### src/rtl/gray_counter_n.sv
// Parametrised reflected-Gray counter with up/down, parallel load, wrap or
// saturate at the ends, sticky overflow/underflow flags and a terminal pulse.
module gray_counter_n #(
  parameter int WIDTH    = 3,
  parameter bit SATURATE = 1'b0
) (
  input  logic             Clk,
  input  logic             Reset,
  input  logic             En,
  input  logic             Up,
  input  logic             Load,
  input  logic [WIDTH-1:0] LoadBin,
  input  logic             ClrFlags,
  output logic [WIDTH-1:0] Output,
  output logic [WIDTH-1:0] Binary,
  output logic             Overflow,
  output logic             Underflow,
  output logic             Term
);

  localparam logic [WIDTH-1:0] MAX_BIN  = {WIDTH{1'b1}};
  localparam logic [WIDTH-1:0] ZERO_BIN = {WIDTH{1'b0}};
  localparam logic [WIDTH-1:0] ONE_BIN  = {{(WIDTH-1){1'b0}}, 1'b1};

  logic [WIDTH-1:0] bin_q;
  logic [WIDTH-1:0] gray_q;
  logic             ov_q;
  logic             un_q;
  logic             term_q;

  logic [WIDTH-1:0] bin_next;
  logic             hit_top;
  logic             hit_bot;

  // Terminal events only count when a step is actually taken (Load wins).
  always_comb begin
    hit_top  = 1'b0;
    hit_bot  = 1'b0;
    bin_next = bin_q;
    if (Load) begin
      bin_next = LoadBin;
    end else if (En) begin
      if (Up) begin
        if (bin_q == MAX_BIN) begin
          hit_top  = 1'b1;
          bin_next = SATURATE ? MAX_BIN : ZERO_BIN;
        end else begin
          bin_next = bin_q + ONE_BIN;
        end
      end else begin
        if (bin_q == ZERO_BIN) begin
          hit_bot  = 1'b1;
          bin_next = SATURATE ? ZERO_BIN : MAX_BIN;
        end else begin
          bin_next = bin_q - ONE_BIN;
        end
      end
    end
  end

  // Gray code is registered alongside the binary so Output has no input path.
  always_ff @(posedge Clk) begin
    if (Reset) begin
      bin_q  <= ZERO_BIN;
      gray_q <= ZERO_BIN;
      ov_q   <= 1'b0;
      un_q   <= 1'b0;
      term_q <= 1'b0;
    end else begin
      bin_q  <= bin_next;
      gray_q <= bin_next ^ (bin_next >> 1);
      ov_q   <= hit_top | (ov_q & ~ClrFlags);
      un_q   <= hit_bot | (un_q & ~ClrFlags);
      term_q <= hit_top | hit_bot;
    end
  end

  assign Output    = gray_q;
  assign Binary    = bin_q;
  assign Overflow  = ov_q;
  assign Underflow = un_q;
  assign Term      = term_q;

endmodule

### config.mk
export PLATFORM = sky130hd
export DESIGN_NAME = gray_counter_n
export DESIGN_NICKNAME = d
export VERILOG_FILES = /design/src/rtl/gray_counter_n.sv
export SDC_FILE = /design/constraint.sdc
export NUM_CORES = 1
export LEC_CHECK = 0
export CORE_AREA = 5 5 42 44
export DETAILED_ROUTE_END_ITERATION = 7
export DIE_AREA = 0 0 47 49
export PLACE_DENSITY = 0.66
export SLEW_MARGIN = 15
export SYNTH_ARGS = -nofsm -noshare
export SYNTH_HDL_FRONTEND = slang
export SYNTH_SLANG_ARGS = --single-unit
### constraint.sdc
create_clock -name Clk -period 2.6 [get_ports Clk]
set_clock_uncertainty 0.2 [all_clocks]
set_input_delay 0.26 -clock Clk [delete_from_list [all_inputs] [get_ports Clk]]
set_output_delay 0.26 -clock Clk [all_outputs]
set_load 0.01 [all_outputs]
==> run metrics, run 1 <==
FF-to-FF Start Binary[0]; Post-route DRC 0; uppermost layer routed met4; met1 wire length 487 um; Pre-Repair DR Iteration Count 4; Worst setup EP type register; Post-DP HPWL between 700 and 800 um; total grt overflow 0; Hold Startpoint Overflow; met2 WL between 400 and 500 um; detailed-route via count 416; Avg Inst Size Synth 9.550 um2; Pleak about 0.00026 uW; CTS tree done; leading cell types in the layout, fill and taps excluded clkdlybuf4s50_1 (17), nor2_1 (9), dfxtp_1 (8); pwr dens 498.6 nW/um2; first-pass GRT wire length between 1500 and 2000 um; Startpoint Class register; Die Span X 47 um; fillers 151; Num CTS Buffers 3; Netlist Area Pre-Place 467.9 um2; total design power 326.9 uW; hold depth 2; post-cts sizing count 0; Final Max Slew Viols 0; Reg2Reg Depth 7; fmax roughly 0.5 GHz; CTS Root Buffer Type clkbuf_4; Initial Utilization 0.3339; Setup CP Type reg -> reg; Yosys warnings 0; CP arrival about 1900 ps; worst-path maximum fanout 6; # H-tree levels 1; initial antenna violation count 0; most area-consuming cells after synthesis dfxtp_1 (34%), a221oi_2 (13%), ha_1 (11%), nor2_1 (7.2%), xnor2_1 (3.7%); Synth Register Bits 8; reg2reg setup slack 600 ps; setup ws final 600.6 ps; end-of-flow core utilization 0.4679; Synth cell types 21; worst slack at placement 594.6 ps; number of buffers added on ports 17; cell accounting for the most synthesized area dfxtp_1; initial drt markers 12; actual slew at the worst max-slew pin ~350 ps; DIE HEIGHT 49 um; Vias/cell 5.073; unrepaired setup endpoints after global routing no; clk_lat worst skew 250 ps; FF-to-FF End Output[1]; Hold EP Overflow; share of cells above drive strength 1 0.1515; Core Region between 1000 and 1500 um2; row count 14; Fin. Hold Viols 0; Syn Inst Count between 40 and 50; # hold bufs at CTS 0; VDD IR max slightly below 0.3 mV; Antenna Cells 0; Seq/Total Area, Yosys 0.3422; largest net degree at the start of global routing 9; Layout Nets 81; Longest Clk Path Bufs 2; commonest non-fill, non-tap cell in the layout clkdlybuf4s50_1; HP Class reg -> reg; post-synth top area share 0.3422; crit share post-route 0.7690; crit path time final 1999 ps; # IOs 18; Area Growth Syn to Fin 40.11%; Routed Wire Length between 1000 and 1500 um; status finished, final reports clean; Final setup violation count 0; clock-pin slew on the worst setup and hold paths 60 ps; vias in the first global route between 400 and 500; die area 2303 um2; syn_nets 62; WL per Instance approximately 13 um; GP Congestion between 0.7 and 0.8; Critical Path RT ~2500 ps; met3 wire length 82 um; total global routing track utilization 0.1064; Antenna Nets Post-Route 0; max cap viols 0; post-CTS setup buffers 0; Rel. slew slack 0.7667; Sink Count 8; setup TNS 0 ps
[cell type report]
class                           instances  area (um2)  area share
Clock buffer                            3       22.52     0.03435
Inverter                                4       15.01     0.02290
Multi-Input combinational cell         34       267.8      0.4084
Sequential cell                         8       160.2      0.2443
Tap cell                               16       20.02     0.03053
Timing Repair Buffer                   17       170.2      0.2595
[how the worst max path moves through the flow]
stage / start / end / slack (ps)
2_1_floorplan: Binary[0] / Output[1] / 710
3_3_place_gp: Up / Output[1] / 600
3_5_place_dp: Up / Output[1] / 590
4_1_cts: Binary[0] / Output[1] / 610
5_1_grt: Binary[0] / Output[1] / 470
6_report: Binary[0] / Output[1] / 600
[cells by family (layout without fill, tap and decap cells)]
kind of cell             after synthesis  count (layout)  synth area share
AND/OR/NAND/NOR                       17              17            0.1898
buffers and inverters                  7              24           0.08556
adder cells (fa/ha/maj)                4               4            0.1070
flip-flops                             8               8            0.3422
XOR/XNOR                               2               2           0.03744
AO/OA/AOI/OAI                         11              11            0.2380
[registers in the layout, summed over array words and instances, names as in the netlist]
signal / count
Term: 1
Output: 2
Underflow: 1
Overflow: 1
Binary: 3
[metrics by stage]
| step | area (um2) | hold WS, ps | cells |
|---|---|---|---|
| 6_report | 655.6 | 304.7 | 82 |
| 2_1_floorplan | 467.9 | 216.4 | 49 |
| 5_1_grt | 655.6 | 348.8 | 82 |
| 3_5_place_dp | 633.1 | 291.7 | 79 |
| 4_1_cts | 655.6 | 307.6 | 82 |
| 3_3_place_gp | 633.1 | 280.3 | 79 |
[where the power goes]
part | total [uW] | internal [uW] | switching [uW]
Clock | 97.1 | 53.0 | 44.1
Combinational | 90.3 | 50.1 | 40.2
Sequential | 140 | 132 | 7.96
Total | 327 | 235 | 92.3
[cells in the mapped netlist]
cell type / instances
nor3_1: 2
nor2_1: 9
a221oi_2: 4
a211oi_1: 1
or3_1: 1
clkbuf_4: 1
a22oi_1: 1
nor2b_1: 1
a211o_2: 1
and2b_2: 1
inv_1: 4
dfxtp_1: 8
xnor2_1: 2
a21oi_1: 2
o21a_1: 1
nand2b_1: 2
a32oi_1: 1
or2b_4: 1
buf_4: 1
clkdlybuf4s25_2: 1
ha_1: 4
[layer usage]
metal	global-route usage	vias to the layer above
li1	-	206
met1	0.1322	191
met2	0.1516	17
met3	0.03321	2
met4	0.06912	0
met5	0	-
[worst max-delay path: stages (launching register included)]
cell and delay, ps:
dfxtp_1 460, inv_1 100, ha_1 220, or3_1 360, a221oi_2 230, a211o_2 160
xnor2_1 110, nor2_1 50
Power figures use the tool's default switching activity.
==> run 2: changes to the inputs <==
- CORE_AREA: 5 5 42 44 -> default
- CORE_MARGIN: default -> 5
- CORE_UTILIZATION: default -> 36
- DIE_AREA: 0 0 47 49 -> default
- PLACE_DENSITY: 0.66 -> 0.7
- clock period: 2.6 -> 1.8 ns (I/O delays scaled with it)
==> run 2 against run 1 <==
  * The run now ends with negative setup slack left
  * Critical path depth unchanged
  * Worst setup slack got worse by 630 ps
  * Clock power increased by 61%
  * Highest routed layer unchanged
  * Largest power group is now combinational cells
==> run metrics, run 2 (synthesized netlist as in run 1, its figures left out) <==
total design power 563.1 uW; number of buffers added on ports 17; CP arrival 1770 ps; Initial Utilization 0.3688; Pleak 0.0003559 uW; fmax 0.5464 GHz; row count 13; Worst path max stage delay between 300 and 400 ps; HP Class reg -> reg; Placed Cells 86; Die Span X between 40 and 50 um; Area Growth Syn to Fin 85.29%; Layout Nets 95; failing checks negative setup slack; Longest Clk Path Bufs 2; Num CTS Buffers 3; Rel. slew slack 0.7703; die area 2121 um2; initial antenna violation count 0; total grt overflow 0; worst-path maximum fanout 3; worst path bufs/invs 1; Vias/cell 4.927; largest net degree at the start of global routing 9; leading cell types in the layout, fill and taps excluded clkdlybuf4s50_1 (16), buf_4 (14), nor2_1 (9); crit path time final about 1800 ps; Core Region 1269 um2; initial drt markers 3; commonest non-fill, non-tap cell in the layout clkdlybuf4s50_1; Post-DP HPWL 909.6 um; Routed Wire Length 1420 um; # IOs 18; GP Congestion 0.7386; pwr dens 649.4 nW/um2; clock-pin slew on the worst setup and hold paths 60 ps; actual slew at the worst max-slew pin between 300 and 400 ps; Sink Count 8; detailed-route via count 473; Final setup violation count 2; first-pass GRT wire length 2118 um; CTS tree done; Critical Path, Cell by Cell inv_4, ha_4, or3_4, a221oi_2, a211o_2, xnor2_1, nor2_1; Pre-Repair DR Iteration Count 2; total global routing track utilization 0.1508; share of cells above drive strength 1 0.4691; Sequential Area 167.7 um2; Worst path slowest cell dfxtp_4; Antenna Cells 0; Antenna Nets Post-Route 0; fillers 108; unrepaired setup endpoints after global routing yes; Setup CP Type reg -> reg; Post-route DRC 0; Critical Path RT 1740 ps; max FFs per register 3; Final Max Slew Viols 0; setup ws final -30.08 ps; crit share post-route 1.017; VDD IR max 0.5252 mV; DIE HEIGHT between 40 and 50 um; WL per Instance 14.79 um; WHS 297.8 ps; max cap viols 0; status complete, but fails checks; # H-tree levels 1; area of the multi-input gates 356.6 um2; Startpoint Class register; Fin. Hold Viols 0; Worst setup EP type register; Top delay family on crit path simple AND/OR/NAND/NOR gates; final cell count without fillers 96; # hold bufs at CTS 0; clk_lat worst skew approximately 260 ps; CTS Root Buffer Type clkbuf_4; vias in the first global route just under 500
[run 2: cell count changes in the layout (fill, tap and decap cells not counted), moves of 2 or more]
cell,delta
buf_4,+14
ha_1,-4
dfxtp_1,-2
nand2b_1,-2
a221oi_2,-2
a221oi_4,+2
inv_1,-2
inv_4,+2
ha_4,+3
dfxtp_4,+2
[run 2: routing by layer]
metal | share of wire | track usage
met4 | 0.028 | 0.1364
met5 | 0 | 0
met3 | 0.044 | 0.04688
met2 | 0.53 | 0.2253
met1 | 0.40 | 0.1678
[run 2: power by group]
| part | switching [uW] | internal (uW) | total [uW] |
|---|---|---|---|
| combinational | 87.2 | 119 | 206 |
| sequential | 11.0 | 190 | 201 |
| clock | 70.5 | 85.4 | 156 |
[run 2: through the flow]
stage / worst slack (ps) / utilization / area (um2) / setup TNS [ps]
3_3_place_gp: -78.74 / 0.5493 / 696.9 / -132.1
4_1_cts: -6.312 / 0.6134 / 778.2 / -6.312
6_report: -30.08 / 0.6834 / 867.1 / -39.97
5_1_grt: -106.8 / 0.6834 / 867.1 / -329.1
3_5_place_dp: -47.26 / 0.5493 / 696.9 / -91.06
2_1_floorplan: 24.86 / - / 473.0 / 0
[run 2: worst reg2reg max path, cell delays in order (launching register included)]
cell      delay (ps)
dfxtp_4          370
inv_4             50
ha_4             150
or3_4            370
a221oi_2         250
a211o_2          160
xnor2_1          110
nor2_1            50
[run 2: timing repair]
action                                  CTS  global route
endpoints found under the setup margin    2             3
pin swaps                                 7             8
resized for setup                        10            11
gates cloned                              0             0
setup buffers                             3             3
[run 2: final cells by class]
type                            count  share of cell area
Tap cell                           15             0.02165
Sequential cell                     8              0.1934
Timing Repair Buffer               31              0.3203
Clock buffer                        4             0.03030
Inverter                            4             0.02309
Multi-Input combinational cell     34              0.4113
[run 2: final timing paths]
path	slack, ps	cells past startpoint	endpoint	start
worst min-delay path	300	2	Overflow	Overflow
worst max-delay path	-30	7	Output[1]	Binary[0]
worst max register to register	-30	7	Output[1]	Binary[0]
worst min register to register	300	2	Overflow	Overflow
==> run 3: changes to the inputs <==
- MAX_ROUTING_LAYER: default -> met4
==> run 3 against run 2 <==
  * The run still ends with negative setup slack left
  * Register-to-register slack about the same
  * Worst setup slack about the same
  * Global-route usage up 0.43 points
  * Die area unchanged
  * Clock power about the same
  * Via count unchanged
  * Largest cell class unchanged
  * Largest power group unchanged
  * Highest routed layer unchanged
==> run metrics, run 3 (synthesized netlist as in run 1, its figures left out) <==
detailed-route via count around 470; initial antenna violation count 0; Post-DP HPWL 909.6 um; fmax 0.5464 GHz; max FFs per register 3; Num CTS Buffers 3; clk_lat worst skew 260 ps; status complete, but fails checks; Initial Utilization 0.3688; HP Class reg -> reg; Sequential Area 167.7 um2; worst-path maximum fanout 3; Die Span X 46.06 um; total grt overflow 0; crit share post-route 1.017; setup TNS -43.34 ps; Startpoint Class register; VDD IR max roughly 0.53 mV; failing checks negative setup slack; WL per Instance 14.79 um; total global routing track utilization 0.1551; Post-route DRC 0; Antenna Cells 0; Worst setup EP type register; Vias/cell between 4 and 5; Reg2Reg Depth 7; Switching Fraction 0.2994; clock-pin slew on the worst setup and hold paths approximately 60 ps; setup ws final -30.24 ps; DIE HEIGHT 46.06 um; row count 13; share of cells above drive strength 1 0.4691; Cell Int Power 394.3 uW; initial drt markers 3; leading cell types in the layout, fill and taps excluded clkdlybuf4s50_1 (16), buf_4 (14), nor2_1 (9); Rel. slew slack 0.7712; combinational share of power 0.367; hold depth 2; Setup CP Type reg -> reg; CTS Root Buffer Type clkbuf_4; Layout Nets 95; post-place instance area 696.9 um2; vias in the first global route 480; CTS tree done; largest net degree at the start of global routing 9; actual slew at the worst max-slew pin 342.2 ps; number of buffers added on ports 17; Clk pwr share 0.276; pwr dens ~650 nW/um2; CP arrival ~1800 ps; Antenna Nets Post-Route 0; fillers around 110; Final Max Slew Viols 0; # H-tree levels 1; GP Congestion 0.7478; crit path time final between 1500 and 2000 ps; Routed Wire Length approximately 1400 um; NetSw 168.5 uW; Area Growth Syn to Fin 85.29%; # hold bufs at CTS 0; area of the multi-input gates approximately 360 um2; commonest non-fill, non-tap cell in the layout clkdlybuf4s50_1; Fin. Hold Viols 0; Pleak 0.0003559 uW; cell area after layout 867.1 um2; Longest Clk Path Bufs 2; max cap viols 0; Core Region 1269 um2; register share of total power 0.357; unrepaired setup endpoints after global routing yes; Pre-Repair DR Iteration Count 2; # IOs 18; Final setup violation count 2; WHS 297.7 ps; first-pass GRT wire length 2125 um; die area 2121 um2; Critical Path RT 1740 ps; worst slack at placement -47.26 ps; Sink Count 8
## run 3: cell counts in the layout (fill, tap and decap cells not counted)
No cell type changed its count.
## run 3: timing repair
action,CTS,global route
setup buffers,3,3
endpoints found under the setup margin,2,3
resized for setup,10,11
pin swaps,7,7
## run 3: path summary, 6_finish.rpt
path	slack (ps)	endpoint	startpoint
setup / recovery	-30	Output[1]	Binary[0]
hold / removal	300	Overflow	Overflow
setup reg to reg	-30	Output[1]	Binary[0]
hold reg to reg	300	Overflow	Overflow
## run 3: through the flow
step                total power (uW)  instances    util
finish                         562.8         96  0.6834
global route                   597.8         96  0.6834
CTS                            533.8         93  0.6134
detailed placement             352.1         86  0.5493
global placement               351.5         86  0.5493
floorplan                      280.0         49       -
## run 3: critical path, cell delays in order (launching register included)
cell and delay (ps):
dfxtp_4 370, inv_4 50, ha_4 150, or3_4 370, a221oi_2 250, a211o_2 160, xnor2_1 110, nor2_1 50
## run 3: cell type report
type	instances	share of cell area
Inverter	4	0.02309
Multi-Input combinational cell	34	0.4113
Sequential cell	8	0.1934
Timing Repair Buffer	31	0.3203
Tap cell	15	0.02165
Clock buffer	4	0.03030
## run 3: routing by layer
metal,vias to the layer above,part of all wire,global-route usage
li1,234,-,-
met3,4,0.043,0.04688
met4,0,0.028,0.1364
met2,14,0.52,0.2253
met5,-,0,-
met1,221,0.40,0.1678
## run 3: power groups by stage
stage / sequential [uW] / combinational (uW) / clock, uW
after floorplan: 209 / 70.7 / 0
after global placement: 201 / 150 / 0
after detailed placement: 201 / 151 / 0
after CTS: 198 / 171 / 164
after global routing: 202 / 223 / 173
final: 201 / 207 / 156
==> variant 1: new RTL, settings of run 1 <==
Make the reset (`Reset`) asynchronous in one clocked block.
--- a/src/rtl/gray_counter_n.sv
+++ b/src/rtl/gray_counter_n.sv
@@ -59,7 +59,7 @@
   end
 
   // Gray code is registered alongside the binary so Output has no input path.
-  always_ff @(posedge Clk) begin
+  always_ff @(posedge Clk or posedge Reset) begin
     if (Reset) begin
       bin_q  <= ZERO_BIN;
       gray_q <= ZERO_BIN;
Behaviour: differs if Reset is asserted again (counterexample within 4 cycles, from zero or initial values and one cycle with Reset high); with Reset held inactive, the same outputs for 10 cycles.
==> variant 1 against run 1 <==
- global-route usage shrank 1.4 points
- routed wire length shrank 17%
- critical path depth shrank 1
- largest cell class unchanged
- critical endpoint is now Output[0]
- worst setup slack gained 0.15 ns
- sequential cell count is the same
- die area is the same
- via count shrank 12%
- final area grew 4.0%
- area after synthesis grew 1.9%
- sequential power grew 8%
- power grew 11%
==> variant 1: results (changes against run 1) <==
** Worst setup path
- The critical-path maximum fanout is 4 (-2).
- Arrival time worst endpoint :: 1.77 ns (-0.17 ns)
- Largest incremental delay on the critical path :: 0.42 ns (-0.04 ns)

** Min path
- HP Class :: primary input to async pin

** Finish
- The proportion of layout cells with a drive suffix above 1 came to 19.05% (+3.9 points).
- The final net count was 78 (-3.7%).

** Place
- The placed wire-length estimate after detailed placement was 755.7 um (-4.6%).
- The total placed cells including tap cells is 76 (-3.8%).
- Worst setup slack after placement :: 0.6663 ns (+0.07167 ns)

** GRT
- GRT Overall Usage :: 9.220% (-1.4 points)
- The via count of the first global-routing pass came to 384 (-12%).

** Synthesis
- The share of synthesized registers carrying an async set or reset is 100.0% (+100 points).
- The xor/xnor share of the synthesized area came to 3.675% (-0.069 points).
- The commonest cells after synthesis are sky130_fd_sc_hd__dfrtp_1, sky130_fd_sc_hd__inv_1, sky130_fd_sc_hd__a221oi_2, sky130_fd_sc_hd__ha_1.
- The post-synthesis sequential area ratio was 41.99% (+7.8 points).
- By area the synthesized netlist is led by sky130_fd_sc_hd__dfrtp_1, sky130_fd_sc_hd__a221oi_2, sky130_fd_sc_hd__ha_1, sky130_fd_sc_hd__inv_1, sky130_fd_sc_hd__xnor2_1.
- The fraction of the mapped netlist area in adder cells is 10.50% (-0.20 points).

** STA
- Slew Limit Headroom :: 77.49% (+0.82 points)

** Pwr
- Static Leakage :: 0.2848 nW (+8.1%)
- The power dissipated in combinational cells was 0.121 mW (+34%).
- Peak supply drop :: 0.0002087 V (-28%)
- The post-route total power was 0.3619 mW (+11%).
- The sequential share of power is 41.8% (-0.9 points).
- Sw Pwr :: 0.1019 mW (+10%)

** Drt
- The average wire length per cell after detail routing is 11.08 um (-13%).
- Drt initial violations :: 7 (-5)
- Met3 routed wirelength :: 68 um (-17%)
- Met2 wire len :: 395 um (-15%)
- Via density per instance :: 4.633 (-8.7%)
- The final wirelength was 875 um (-17%).

** Outcome
- Status :: complete, no violations
-- variant 1: routing by layer --
| metal | global-route usage [%] | vias up |
|---|---|---|
| met5 | 0 | - |
| met4 | 4.147 | 0 |
| met2 | 13.80 | 14 |
| met3 | 1.107 | 0 |
| li1 | - | 190 |
| met1 | 12.81 | 162 |
-- variant 1: final timing paths --
check | startpoint | to | slack (ns) | cells past startpoint
worst max-delay path | Binary[0] | Output[0] | 0.75 | 6
worst min-delay path | Reset | Binary[0] | 0.05 | 2
min in group Clk | Underflow | Underflow | 0.33 | 2
worst min register to register | Underflow | Underflow | 0.33 | 2
max in group asynchronous | Reset | Binary[2] | 1.93 | 2
worst max register to register | Binary[0] | Output[0] | 0.75 | 6
-- variant 1: final cells by class --
| type | instances | area [um2] |
|---|---|---|
| timing repair buffer | 17 | 170.2 |
| clock buffer | 3 | 22.52 |
| multi-input combinational | 27 | 237.7 |
| tap | 16 | 20.02 |
| sequential | 8 | 200.2 |
| fill | 134 | 719.4 |
| inverter | 8 | 31.28 |
==> variant 2: new RTL, settings of run 1 <==
Made on the original files. `WIDTH`: 3 -> 4.
--- a/src/rtl/gray_counter_n.sv
+++ b/src/rtl/gray_counter_n.sv
@@ -1,7 +1,7 @@
 // Parametrised reflected-Gray counter with up/down, parallel load, wrap or
 // saturate at the ends, sticky overflow/underflow flags and a terminal pulse.
 module gray_counter_n #(
-  parameter int WIDTH    = 3,
+  parameter int WIDTH    = 4,
   parameter bit SATURATE = 1'b0
 ) (
   input  logic             Clk,
Interface: changed (resized Binary, LoadBin and Output); port bits go from 18 to 21. The function was not compared with the original's and may differ.
==> variant 2 against run 1 <==
- final area is 19% higher
- area after synthesis up 18%
- cell count up 23%
- sequential cell count is 2 higher
- worst setup slack worse by 0.20 ns
- routed wire length rose by 14%
- global-route usage increased by 1.1 points
- power grew 30%
- highest routed layer unchanged
==> variant 2: results (changes against run 1) <==
** Finish
- Number of standard cells in the layout, taps in and fillers out :: 101 (+23%)
- The multi-input logic portion of the cell area is 39.58% (-1.3 points).
- Number of nets in the layout :: 98 (+21%)
- Proportion of cell area spent on the clock network :: 4.647% (+1.2 points)
- The number of clock-tree buffers in the layout was 4 (+1).
- The fraction of area in registers was 25.64% (+1.2 points).
- The fraction of area in non-clock buffers was 25.64% (-0.31 points).
- Fraction of final layout cells with drive strength greater than 1 :: 10.59% (-4.6 points)
- Relative to the synthesized area, the layout overhead comes to 41.82%.
- Fill cell instance count of the final layout :: 143 (-5.3%)
- The number of flip-flops in the largest register came to 4 (+1).
- Buffers, non-clock :: 20 (+3)
- The multi-input combinational cell count is 47 (+38%).

** GRT
- GRT Overall Usage :: 11.71% (+1.1 points)
- Maximum number of pins on one net before global-route repair :: 11 (+2)
- The via count of the first global-routing pass is 462 (+5.7%).
- Wire length of the first global-routing pass :: 2.035 mm (+13%)

** Place
- The final weighted congestion in routability-driven placement came to 0.7567 (+1.6%).
- The port buffer count is 20 (+3).
- Post-Place Cells :: 97 (+23%)
- Worst setup slack after placement :: 0.3083 ns (-0.2864 ns)
- Cell area reported after detailed placement :: 744.5 um2 (+18%)
- Detailed-placement wirelength estimate :: 928.8 um (+17%)

** Pwr
- The power dissipated in combinational cells was 0.108 mW (+20%).
- Power consumed by the clock network :: 0.138 mW (+42%)
- The power share of the combinational group was 25.5% (-2.1 points).
- The maximum vdd ir drop is 0.0005285 V (+83%).
- Internal power consumption :: 0.3118 mW (+33%)

** Outcome
- The flow ran to the end, and the final reports show no timing, DRC or antenna violations.

** Synthesis
- The complex-gate fraction of the synthesized area came to 17.73% (-6.1 points).
- The portion of netlist area occupied by mux cells was 7.727% (+7.7 points).
- The fraction of the mapped netlist area in adder cells was 4.545% (-6.1 points).
- Netlist area before placement :: 550.5 um2 (+18%)
- The post-synthesis sequential area ratio came to 36.36% (+2.1 points).
- The cell count after synthesis came to 64 (+31%).
- Ranked by total cell area, the synthesized netlist is headed by sky130_fd_sc_hd__dfxtp_1, sky130_fd_sc_hd__a21oi_1, sky130_fd_sc_hd__nor2_1, sky130_fd_sc_hd__ha_1, sky130_fd_sc_hd__mux2i_1.
- Synthesized-area fraction occupied by xor and xnor cells :: 4.773% (+1.0 points)
- Counting instances in the post-synthesis netlist gives the leading cell types as sky130_fd_sc_hd__dfxtp_1, sky130_fd_sc_hd__nor2_1, sky130_fd_sc_hd__a21oi_1.
- The net count of the mapped netlist is 76 (+23%).
- Yosys top cell area share :: 36.36% (+2.1 points)

** Worst setup path
- Gate family responsible for the most delay along the worst path :: multiplexers
- The delay of the slowest critical-path stage was 0.48 ns (+0.02 ns).
- The critical-path maximum fanout was 8 (+2).

** Clock network
- Number of sinks handled by clock tree synthesis :: 10 (+2)

** Drt
- The final wirelength came to 1.191 mm (+14%).
- The ratio of routed vias to standard cells came to 4.980 (-1.8%).
- The number of optimization iterations in the first detailed-route pass is 3 (-1).
- Drt initial violations :: 7 (-5)

** STA
- Worst slew pin tran :: 0.3790 ns (+0.02911 ns)
==> variant 2: cell count changes after synthesis, moves of 3 or more <==
cell,delta
sky130_fd_sc_hd__a221oi_2,-4
sky130_fd_sc_hd__nand2_1,+3
sky130_fd_sc_hd__a21oi_1,+4
sky130_fd_sc_hd__nand3_1,+3
==> variant 2: worst reg2reg max path: cells and delay by family, from the launching register on <==
kind / cells / cell delay, ns
buffers and inverters: 1 / 0.12
adders and majority gates: 1 / 0.24
and+or+nand+nor: 2 / 0.15
DFF: 1 / 0.48
muxes: 2 / 0.56
AOI/OAI and AO/OA: 1 / 0.34
==> variant 2: routing by layer <==
metal  wire length, um  GRT usage (%)  vias up
met5                 0              0        -
met4                 6          2.765        0
met3                54          4.428        2
met2               538          17.19        9
met1               592          15.93      224
li1                  -              -      268
==> variant 2: final timing paths <==
kind	startpoint	end	slack (ns)
max	Binary[0]	Output[2]	0.40
min	Underflow	Underflow	0.27
max reg2reg	Binary[0]	Output[2]	0.40
min reg2reg	Underflow	Underflow	0.27
